--- src/rtl/exec_ctrl.sv ---
// Multi-cycle execute/write-back controller for the 8-bit RISC core, driving a 4x8 register file.
// Optional macro EXEC_SHIFT_EN builds the SHL/SHR shifter; otherwise opcodes 8/9 behave as NOP.
module exec_ctrl #(
  parameter int IMM_WAIT_MAX = 0
) (
  input  logic       clk,
  input  logic       rst_n,
  input  logic       instr_valid,
  input  logic [7:0] instr,
  output logic       instr_ready,
  output logic [1:0] rf_rd,
  output logic [1:0] rf_rs,
  input  logic [7:0] rf_dout_rd,
  input  logic [7:0] rf_dout_rs,
  output logic       rf_we,
  output logic [7:0] rf_din,
  output logic       flag_z,
  output logic       flag_c,
  output logic       retire,
  output logic       imm_err,
  output logic       halted
);

  localparam logic [2:0] S_IDLE     = 3'd0;
  localparam logic [2:0] S_WAIT_IMM = 3'd1;
  localparam logic [2:0] S_READ     = 3'd2;
  localparam logic [2:0] S_EXEC     = 3'd3;
  localparam logic [2:0] S_WB       = 3'd4;
  localparam logic [2:0] S_HALT     = 3'd5;

  localparam logic [3:0] OP_ADD = 4'h1, OP_SUB = 4'h2, OP_AND = 4'h3, OP_OR  = 4'h4;
  localparam logic [3:0] OP_XOR = 4'h5, OP_NOT = 4'h6, OP_MOV = 4'h7, OP_SHL = 4'h8;
  localparam logic [3:0] OP_SHR = 4'h9, OP_CMP = 4'hA, OP_LDI = 4'hB, OP_INC = 4'hC;
  localparam logic [3:0] OP_DEC = 4'hD, OP_HLT = 4'hF;

  localparam int            CW       = (IMM_WAIT_MAX > 1) ? $clog2(IMM_WAIT_MAX) : 1;
  localparam bit            TMO_EN   = (IMM_WAIT_MAX > 0);
  localparam logic [CW-1:0] CNT_LAST = CW'((IMM_WAIT_MAX > 0) ? IMM_WAIT_MAX - 1 : 0);

  logic [2:0]    r_state;
  logic [7:0]    r_instr, r_a, r_b, r_result;
  logic          r_wb_en, r_z, r_c, r_imm_err, r_halt_ret;
  logic [CW-1:0] r_cnt;

  logic       w_hs, w_upd, w_we, w_c;
  logic [7:0] w_res;
  logic [8:0] w_sum;

  assign w_hs = instr_valid && instr_ready;

  // LDI carries its immediate in r_b, so every opcode reads operands from r_a/r_b.
  always_comb begin
    w_res = 8'h00;
    w_c   = r_c;
    w_upd = 1'b1;
    w_we  = 1'b1;
    w_sum = 9'h000;
    case (r_instr[7:4])
      OP_ADD: begin w_sum = {1'b0, r_a} + {1'b0, r_b}; w_res = w_sum[7:0]; w_c = w_sum[8]; end
      OP_SUB, OP_CMP: begin
        w_sum = {1'b0, r_a} - {1'b0, r_b};
        w_res = w_sum[7:0];
        w_c   = w_sum[8];
        w_we  = (r_instr[7:4] == OP_SUB);
      end
      OP_AND: begin w_res = r_a & r_b; w_c = 1'b0; end
      OP_OR:  begin w_res = r_a | r_b; w_c = 1'b0; end
      OP_XOR: begin w_res = r_a ^ r_b; w_c = 1'b0; end
      OP_NOT: w_res = ~r_a;
      OP_MOV: w_res = r_b;
`ifdef EXEC_SHIFT_EN
      OP_SHL: begin w_res = {r_a[6:0], 1'b0}; w_c = r_a[7]; end
      OP_SHR: begin w_res = {1'b0, r_a[7:1]}; w_c = r_a[0]; end
`endif
      OP_LDI: w_res = r_b;
      OP_INC: begin w_sum = {1'b0, r_a} + 9'h001; w_res = w_sum[7:0]; w_c = w_sum[8]; end
      OP_DEC: begin w_sum = {1'b0, r_a} - 9'h001; w_res = w_sum[7:0]; w_c = w_sum[8]; end
      default: begin w_upd = 1'b0; w_we = 1'b0; end
    endcase
  end

  always_ff @(posedge clk) begin
    r_imm_err  <= 1'b0;
    r_halt_ret <= 1'b0;
    if (!rst_n) begin
      r_state  <= S_IDLE;
      r_instr  <= 8'h00;
      r_a      <= 8'h00;
      r_b      <= 8'h00;
      r_result <= 8'h00;
      r_wb_en  <= 1'b0;
      r_z      <= 1'b0;
      r_c      <= 1'b0;
      r_cnt    <= '0;
    end else begin
      case (r_state)
        S_IDLE: if (w_hs) begin
          r_instr <= instr;
          r_cnt   <= '0;
          case (instr[7:4])
            OP_LDI:  r_state <= S_WAIT_IMM;
            OP_HLT:  begin r_state <= S_HALT; r_halt_ret <= 1'b1; end
            default: r_state <= S_READ;
          endcase
        end
        S_WAIT_IMM: begin
          if (w_hs) begin
            r_b     <= instr;
            r_state <= S_EXEC;
          end else if (TMO_EN) begin
            // Abort leaves flags and registers untouched; only the error pulse is visible.
            if (r_cnt == CNT_LAST) begin
              r_imm_err <= 1'b1;
              r_cnt     <= '0;
              r_state   <= S_IDLE;
            end else begin
              r_cnt <= r_cnt + CW'(1);
            end
          end
        end
        S_READ: begin
          r_a     <= rf_dout_rd;
          r_b     <= rf_dout_rs;
          r_state <= S_EXEC;
        end
        S_EXEC: begin
          r_result <= w_res;
          r_wb_en  <= w_we;
          if (w_upd) begin
            r_z <= (w_res == 8'h00);
            r_c <= w_c;
          end
          r_state <= S_WB;
        end
        S_WB:    r_state <= S_IDLE;
        S_HALT:  r_state <= S_HALT;
        default: r_state <= S_IDLE;
      endcase
    end
  end

  assign instr_ready = (r_state == S_IDLE) || (r_state == S_WAIT_IMM);
  assign rf_rd       = r_instr[3:2];
  assign rf_rs       = r_instr[1:0];
  assign rf_we       = (r_state == S_WB) && r_wb_en;
  assign rf_din      = r_result;
  assign flag_z      = r_z;
  assign flag_c      = r_c;
  assign retire      = (r_state == S_WB) || r_halt_ret;
  assign imm_err     = r_imm_err;
  assign halted      = (r_state == S_HALT);

endmodule

--- config.mk ---
export PLATFORM = sky130hd
export DESIGN_NAME = exec_ctrl
export DESIGN_NICKNAME = d
export VERILOG_FILES = /design/src/rtl/exec_ctrl.sv
export SDC_FILE = /design/constraint.sdc
export NUM_CORES = 1
export LEC_CHECK = 0
export CAP_MARGIN = 40
export CORE_MARGIN = 2
export CORE_UTILIZATION = 51
export DETAILED_ROUTE_END_ITERATION = 6
export GPL_TIMING_DRIVEN = 0
export PLACE_DENSITY = 0.78
export SYNTH_ARGS = -nofsm -noshare
export SYNTH_HDL_FRONTEND = slang
export SYNTH_SLANG_ARGS = --single-unit
--- constraint.sdc ---
create_clock -name clk -period 2.3 [get_ports clk]
set_input_delay 0.575 -clock clk [delete_from_list [all_inputs] [get_ports clk]]
set_output_delay 0.575 -clock clk [all_outputs]
set_load 0.02 [all_outputs]
## After elaboration in Yosys (flattened, before gate mapping)

Index checks and enable logic that the tools add are counted.

| storage, ports and cells | value |
|---|---|
| output and inout bits | 19 |
| bits in registers | 39 |
| logic and storage cells | 67 |
| input bits | 27 |

| cells by class | value |
|---|---|
| muxes and demuxes | 11 |
| bitwise operators | 4 |
| reductions and logical operators | 19 |
| add/sub/neg operators | 4 |
| equality and inequality tests | 20 |

Operators by type and width:

| cell | number |
|---|---|
| 8-bit one-hot mux with 9 select lines | 1 |
| 4-bit == test (second input constant) | 6 |
| 4-bit by 3-bit == test with 1-bit output (second input constant) | 4 |
| 8-bit one-hot mux with 2 select lines | 1 |
| 3-bit one-hot mux with 5 select lines | 1 |
| 11-bit OR reduction | 1 |
| 8-bit by 1-bit adder with 9-bit output (second input constant) | 1 |
| 8-bit by 8-bit adder with 9-bit output | 1 |
| 9-bit OR reduction | 1 |
| 8-bit by 1-bit subtractor with 9-bit output (second input constant) | 1 |
| 8-bit by 8-bit subtractor with 9-bit output | 1 |
| 8-bit AND | 1 |
| 4-bit by 2-bit == test with 1-bit output (second input constant) | 2 |
| 8-bit zero test | 1 |
| 8-bit 2-to-1 mux | 1 |
| 8-bit inverter | 1 |
| 8-bit OR | 1 |
| 2-bit AND reduction | 4 |
| 8-bit bitwise XOR | 1 |
| 3-bit by 2-bit == test with 1-bit output (second input constant) | 2 |
| 3-bit == test (second input constant) | 2 |
| 3-bit 2-to-1 mux | 2 |
| 3-bit one-hot mux with 2 select lines | 1 |
| 3-bit AND reduction | 2 |
| other kinds (13) | 18 |

## Depth between registers and ports, before layout

Gate-level depths: netlist of run 1.

| logic depth | value |
|---|---|
| depth after elaboration | 5 |
| gate-level depth with buffers | 11 |

## Worst setup path before layout of run 1

OpenSTA, ideal clock, no wires.

| path | value |
|---|---|
| path kind | register to register |
| start point | register r_a[0] |
| end point | register r_z (netlist: flag_z) |
| data required time | 2,240 ps |
| cell stages (with the launch flop) | 10 |
| clock period less this slack | 2,453 ps |
| path slack | -153 ps |
| arrival time | 2,393 ps |
| path buffers | 0 |
| setup time | 60 ps |
| cells stage by stage | dfxtp_1 > inv_1 > ha_1 > fa_1 > a221o_1 > o21ai_1 > nand4_1 > or4_1 > nor3_2 > a41o_1 |

| on the way | value |
|---|---|
| word-level cells in the longest chain between the ends | 3 |
| elaborated cells between the ends (all ways) | 10 |
| those cells by class | 4 x add/sub; 1 x mux; 4 x bitwise; 1 x reduce/logical |

RTL lines:

| element | line | source |
|---|---|---|
| start, declared | 41 | `logic [7:0] r_instr, r_a, r_b, r_result;` |
| start signal, assigned | 122 | `r_a <= rf_dout_rd;` |
| 8-bit by 1-bit subtractor with 9-bit output, or another cell as far along | 77 | `OP_DEC: begin w_sum = {1'b0, r_a} - 9'h001; w_res = w_sum[7:0]; w_c = w_sum[8]; end` |
| 8-bit one-hot mux with 9 select lines (*) | 58 | `case (r_instr[7:4])` |
| 8-bit zero test (*) | 130 | `r_z <= (w_res == 8'h00);` |
| end signal, assigned | 130 |  |
| end, declared | 42 | `logic r_wb_en, r_z, r_c, r_imm_err, r_halt_ret;` |

Every way passes the cells marked *; elsewhere a longest branch is shown, timed or not.
A chain may end at the register's enable or synchronous reset.

## Worst setup path in the final report of run 1

Ends and elaborated chain as after synthesis.

==> results.sh, run 1 <==
export IMPL_setup_ws_ns=-0.269
export IMPL_mostFrequentLayoutCell="nand2_1"
export IMPL_drt_iter0_markers=418
export IMPL_cts_buffer_depth=2
export IMPL_crit_type="reg2reg"
export IMPL_start_kind="flop"
export IMPL_die_w_um=86.2
export IMPL_power_density_nw_per_um2=552
export IMPL_syn_inst=473
export IMPL_maxSlewHeadroom_pct=59.2
export IMPL_critical_path_slowest_cell="fa_2"
export IMPL_synthFlopType="dfxtp_1"
export IMPL_yosys_warnings=0
export IMPL_holdBufCountCts=0
export IMPL_p_seq_share_pct=32.6
export IMPL_numClockSinks=39
export IMPL_wl_per_cell_um=18.8
export IMPL_rrSetupSlack_ns=-0.27
export IMPL_finClkSkew_ns=0.0109
export IMPL_wirelength_um=11400
export IMPL_die_h_um=86.2
export IMPL_port_buffers=44
export IMPL_hold_class="reg2reg"
export IMPL_layout_drive_gt1_share_pct=18.8
export IMPL_num_vias=3951
export IMPL_rows=29
export IMPL_cp_num_buf_inv=0
export IMPL_status="finished, violations left"
export IMPL_hold_violations=0
export IMPL_syn_area_sq_um=3450
export IMPL_nNetsFinal=586
export IMPL_antenna_found_initial=0
export IMPL_multi_input_area_sq_um=2580
export IMPL_share_comb_of_total_power_pct=43.3
export IMPL_peakVddDrop_mv=0.366
export IMPL_syn_nets=528
export IMPL_numPlacedInstances=595
export IMPL_async_flop_share_pct=0
export IMPL_synth_edff_count=0
export IMPL_clock_fmax_ghz=0.389
export IMPL_switching_share_pct=38.6
export IMPL_grt_pass1_vias=3608
export IMPL_grt_overflow=0
export IMPL_cts_root_buffer="clkbuf_8"
export IMPL_rsz0062_at_grt="true"
export IMPL_num_fill_cells=550
export IMPL_cts_tree="built"
export IMPL_numCtsBuffers=5
export IMPL_die_area_sq_um=7430
export IMPL_critPathRequiredTime_ns=2.55
export IMPL_setup_violations=2
export IMPL_maxCapViolations=0
export IMPL_synthXorXnorAreaFrac_pct=1.78
export IMPL_gr_usage_all_layers_pct=30.4
export IMPL_initial_core_util_pct=53.4
export IMPL_syn_area_per_cell_sq_um=7.29
export IMPL_pwr_share_clk_pct=24.2
export IMPL_place_area_sq_um=4010
export IMPL_clock_latency_ns=0.31
export IMPL_critPathCaptureType="flop"
export IMPL_internal_power_uw=1520
export IMPL_p_leak_uw=0.00171
export IMPL_yosysUniqueCellTypes=68
export IMPL_layout_common_cells="67 x nand2_1, 41 x clkdlybuf4s50_1, 40 x a21oi_1"
export IMPL_dp_slack_ns=-0.418
export IMPL_cts_max_level=2
export IMPL_io_pins=46
export IMPL_synth_top_family_by_area="simple AND/OR/NAND/NOR gates"
export IMPL_timing_final_crit_share_pct=112
export IMPL_core_region_area_sq_um=6460
export IMPL_switchingPower_uw=956
export IMPL_area_growth_syn_to_layout_pct=30.2
export IMPL_regArea_sq_um=810
export IMPL_synthSimpleGateAreaFrac_pct=28.1
export IMPL_place_congestion=1.09
export IMPL_holdWs_ns=0.465
export IMPL_synth_seq_area_share_pct=22.6
export IMPL_synth_compound_area_share_pct=26.1
export IMPL_ys_ff_latch=39
export IMPL_worst_pin_slew_ns=0.606
export IMPL_diodes=0
export IMPL_post_route_min_period_ns=2.57
export IMPL_avgViaCountPerCell=6.49
export IMPL_grt_max_degree=14
export IMPL_dp_hpwl_um=8270
export IMPL_path_clk_slew_ns=0.09
export IMPL_path_delay_family="simple AND/OR/NAND/NOR gates"
export IMPL_synthMuxAreaShare_pct=1.16
export IMPL_drv_slew=0
export IMPL_grt_first_pass_wirelength_um=17800
export IMPL_stdcell_area_sq_um=4490
export IMPL_crit_chain="ha_4 > fa_2 > a211oi_4 > nor3_2 > xnor2_1 > o32ai_2 > or3_4 > nor3_4 > a41o_1"
export IMPL_violations="negative setup slack"
export IMPL_yosys_area_share_adder_pct=10.6
export IMPL_drc=0
export IMPL_instances_no_fill=609
export IMPL_slowest_delay_ns=0.45
export IMPL_crit_fanout=4
export IMPL_ant_nets=0
export IMPL_arrival_ns=2.82
export IMPL_first_pass_iters=7
==> worst reg2reg max path: stages (launching register included) <==
cell      delay [ns]
dfxtp_4         0.38
ha_4            0.17
fa_2            0.45
a211oi_4        0.29
nor3_2          0.08
xnor2_1         0.22
o32ai_2         0.12
or3_4           0.45
nor3_4          0.18
a41o_1          0.16
==> Yosys cell counts, types with 3 or more instances <==
cell	count	area [sq um]
nand3_1	7	35.0
a22oi_1	6	45.0
o31ai_1	4	30.0
or3b_2	3	26.3
a211oi_1	7	52.6
nor3_1	18	90.1
ha_1	26	325
buf_6	5	56.3
nor4_1	5	31.3
and3_1	6	37.5
a21oi_1	42	210
inv_1	23	86.3
nand4_1	6	37.5
nand2_1	67	251
o32ai_1	3	26.3
o21a_1	4	30.0
dfxtp_1	39	781
clkbuf_1	25	93.8
a31oi_1	9	56.3
or3_1	5	31.3
o22ai_1	4	25.0
a211o_1	3	26.3
nor2b_1	7	43.8
nor2_1	38	143
o221ai_1	3	26.3
o211ai_1	3	22.5
a311oi_1	8	70.1
xnor2_1	6	52.6
buf_4	8	60.1
mux2i_1	4	40.0
nand2b_1	12	75.1
buf_2	5	25.0
o21ai_0	17	85.1
==> stage by stage <==
step / total power, uW / util [%] / TNS, ns
2_1_floorplan: 1420 / - / 0
3_3_place_gp: 1670 / 62.0 / -2.85
3_5_place_dp: 1690 / 62.1 / -3.06
4_1_cts: 2370 / 66.6 / -0.215
5_1_grt: 2610 / 69.5 / -0.650
6_report: 2480 / 69.5 / -0.422
==> final timing paths <==
path / to / cells past startpoint / from
hold / removal: r_instr[3] / 2 / r_instr[3]
setup / recovery: flag_z / 9 / r_a[0]
hold reg to reg: r_instr[3] / 2 / r_instr[3]
setup reg to reg: flag_z / 9 / r_a[0]
==> metal layers <==
metal	vias to the layer above	track usage, %	wire length, um
met2	235	49.8	5300
met5	-	0	0
met1	1848	39.7	4650
met4	0	14.3	554
met3	52	4.00	927
li1	1816	-	-
==> cell families after synthesis <==
| kind of cell | after synthesis |
|---|---|
| flops | 39 |
| compound gates | 134 |
| fa+ha+maj | 28 |
| buf+inv | 67 |
| other cells | 1 |
| simple gates | 193 |
| mux | 4 |
| xor+xnor | 7 |
==> state kept, by name, summed over array words and instances, names as in the netlist <==
signal / count
flag_z: 1
r_a: 8
r_halt_ret: 1
flag_c: 1
r_state: 3
r_instr: 8
r_wb_en: 1
rf_din: 8
r_b: 8
==> power groups by stage <==
stage	combinational, uW	clock [uW]	sequential, uW
CTS	964	605	799
detailed placement	880	0	814
finish	1070	598	806
floorplan	627	0	795
global placement	861	0	810
global route	1150	642	812
==> timing repair <==
action | CTS | global route
pin swaps | 10 | 15
resized for setup | 39 | 39
setup buffers | 6 | 5
setup endpoints to repair | 10 | 11
==> final cells by class <==
class,count,area share [%]
Multi-Input combinational cell,367,57.4
Sequential cell,39,18.0
Timing Repair Buffer,56,12.2
Buffer,39,5.66
Tap cell,77,2.15
Inverter,23,1.98
Clock buffer,5,1.53
Clock inverter,3,0.976
No activity file was read; power rests on OpenSTA's default activity.
==> run 2: changes to the inputs <==
--- a/config.mk
+++ b/config.mk
@@ -8,6 +8,7 @@
 export CAP_MARGIN = 40
 export CORE_MARGIN = 2
 export CORE_UTILIZATION = 51
+export CTS_CLUSTER_DIAMETER = 120
 export DETAILED_ROUTE_END_ITERATION = 6
 export GPL_TIMING_DRIVEN = 0
 export PLACE_DENSITY = 0.78
==> results of run 2 <==
The final DEF is identical to that of run 1; final timing and power are the same.
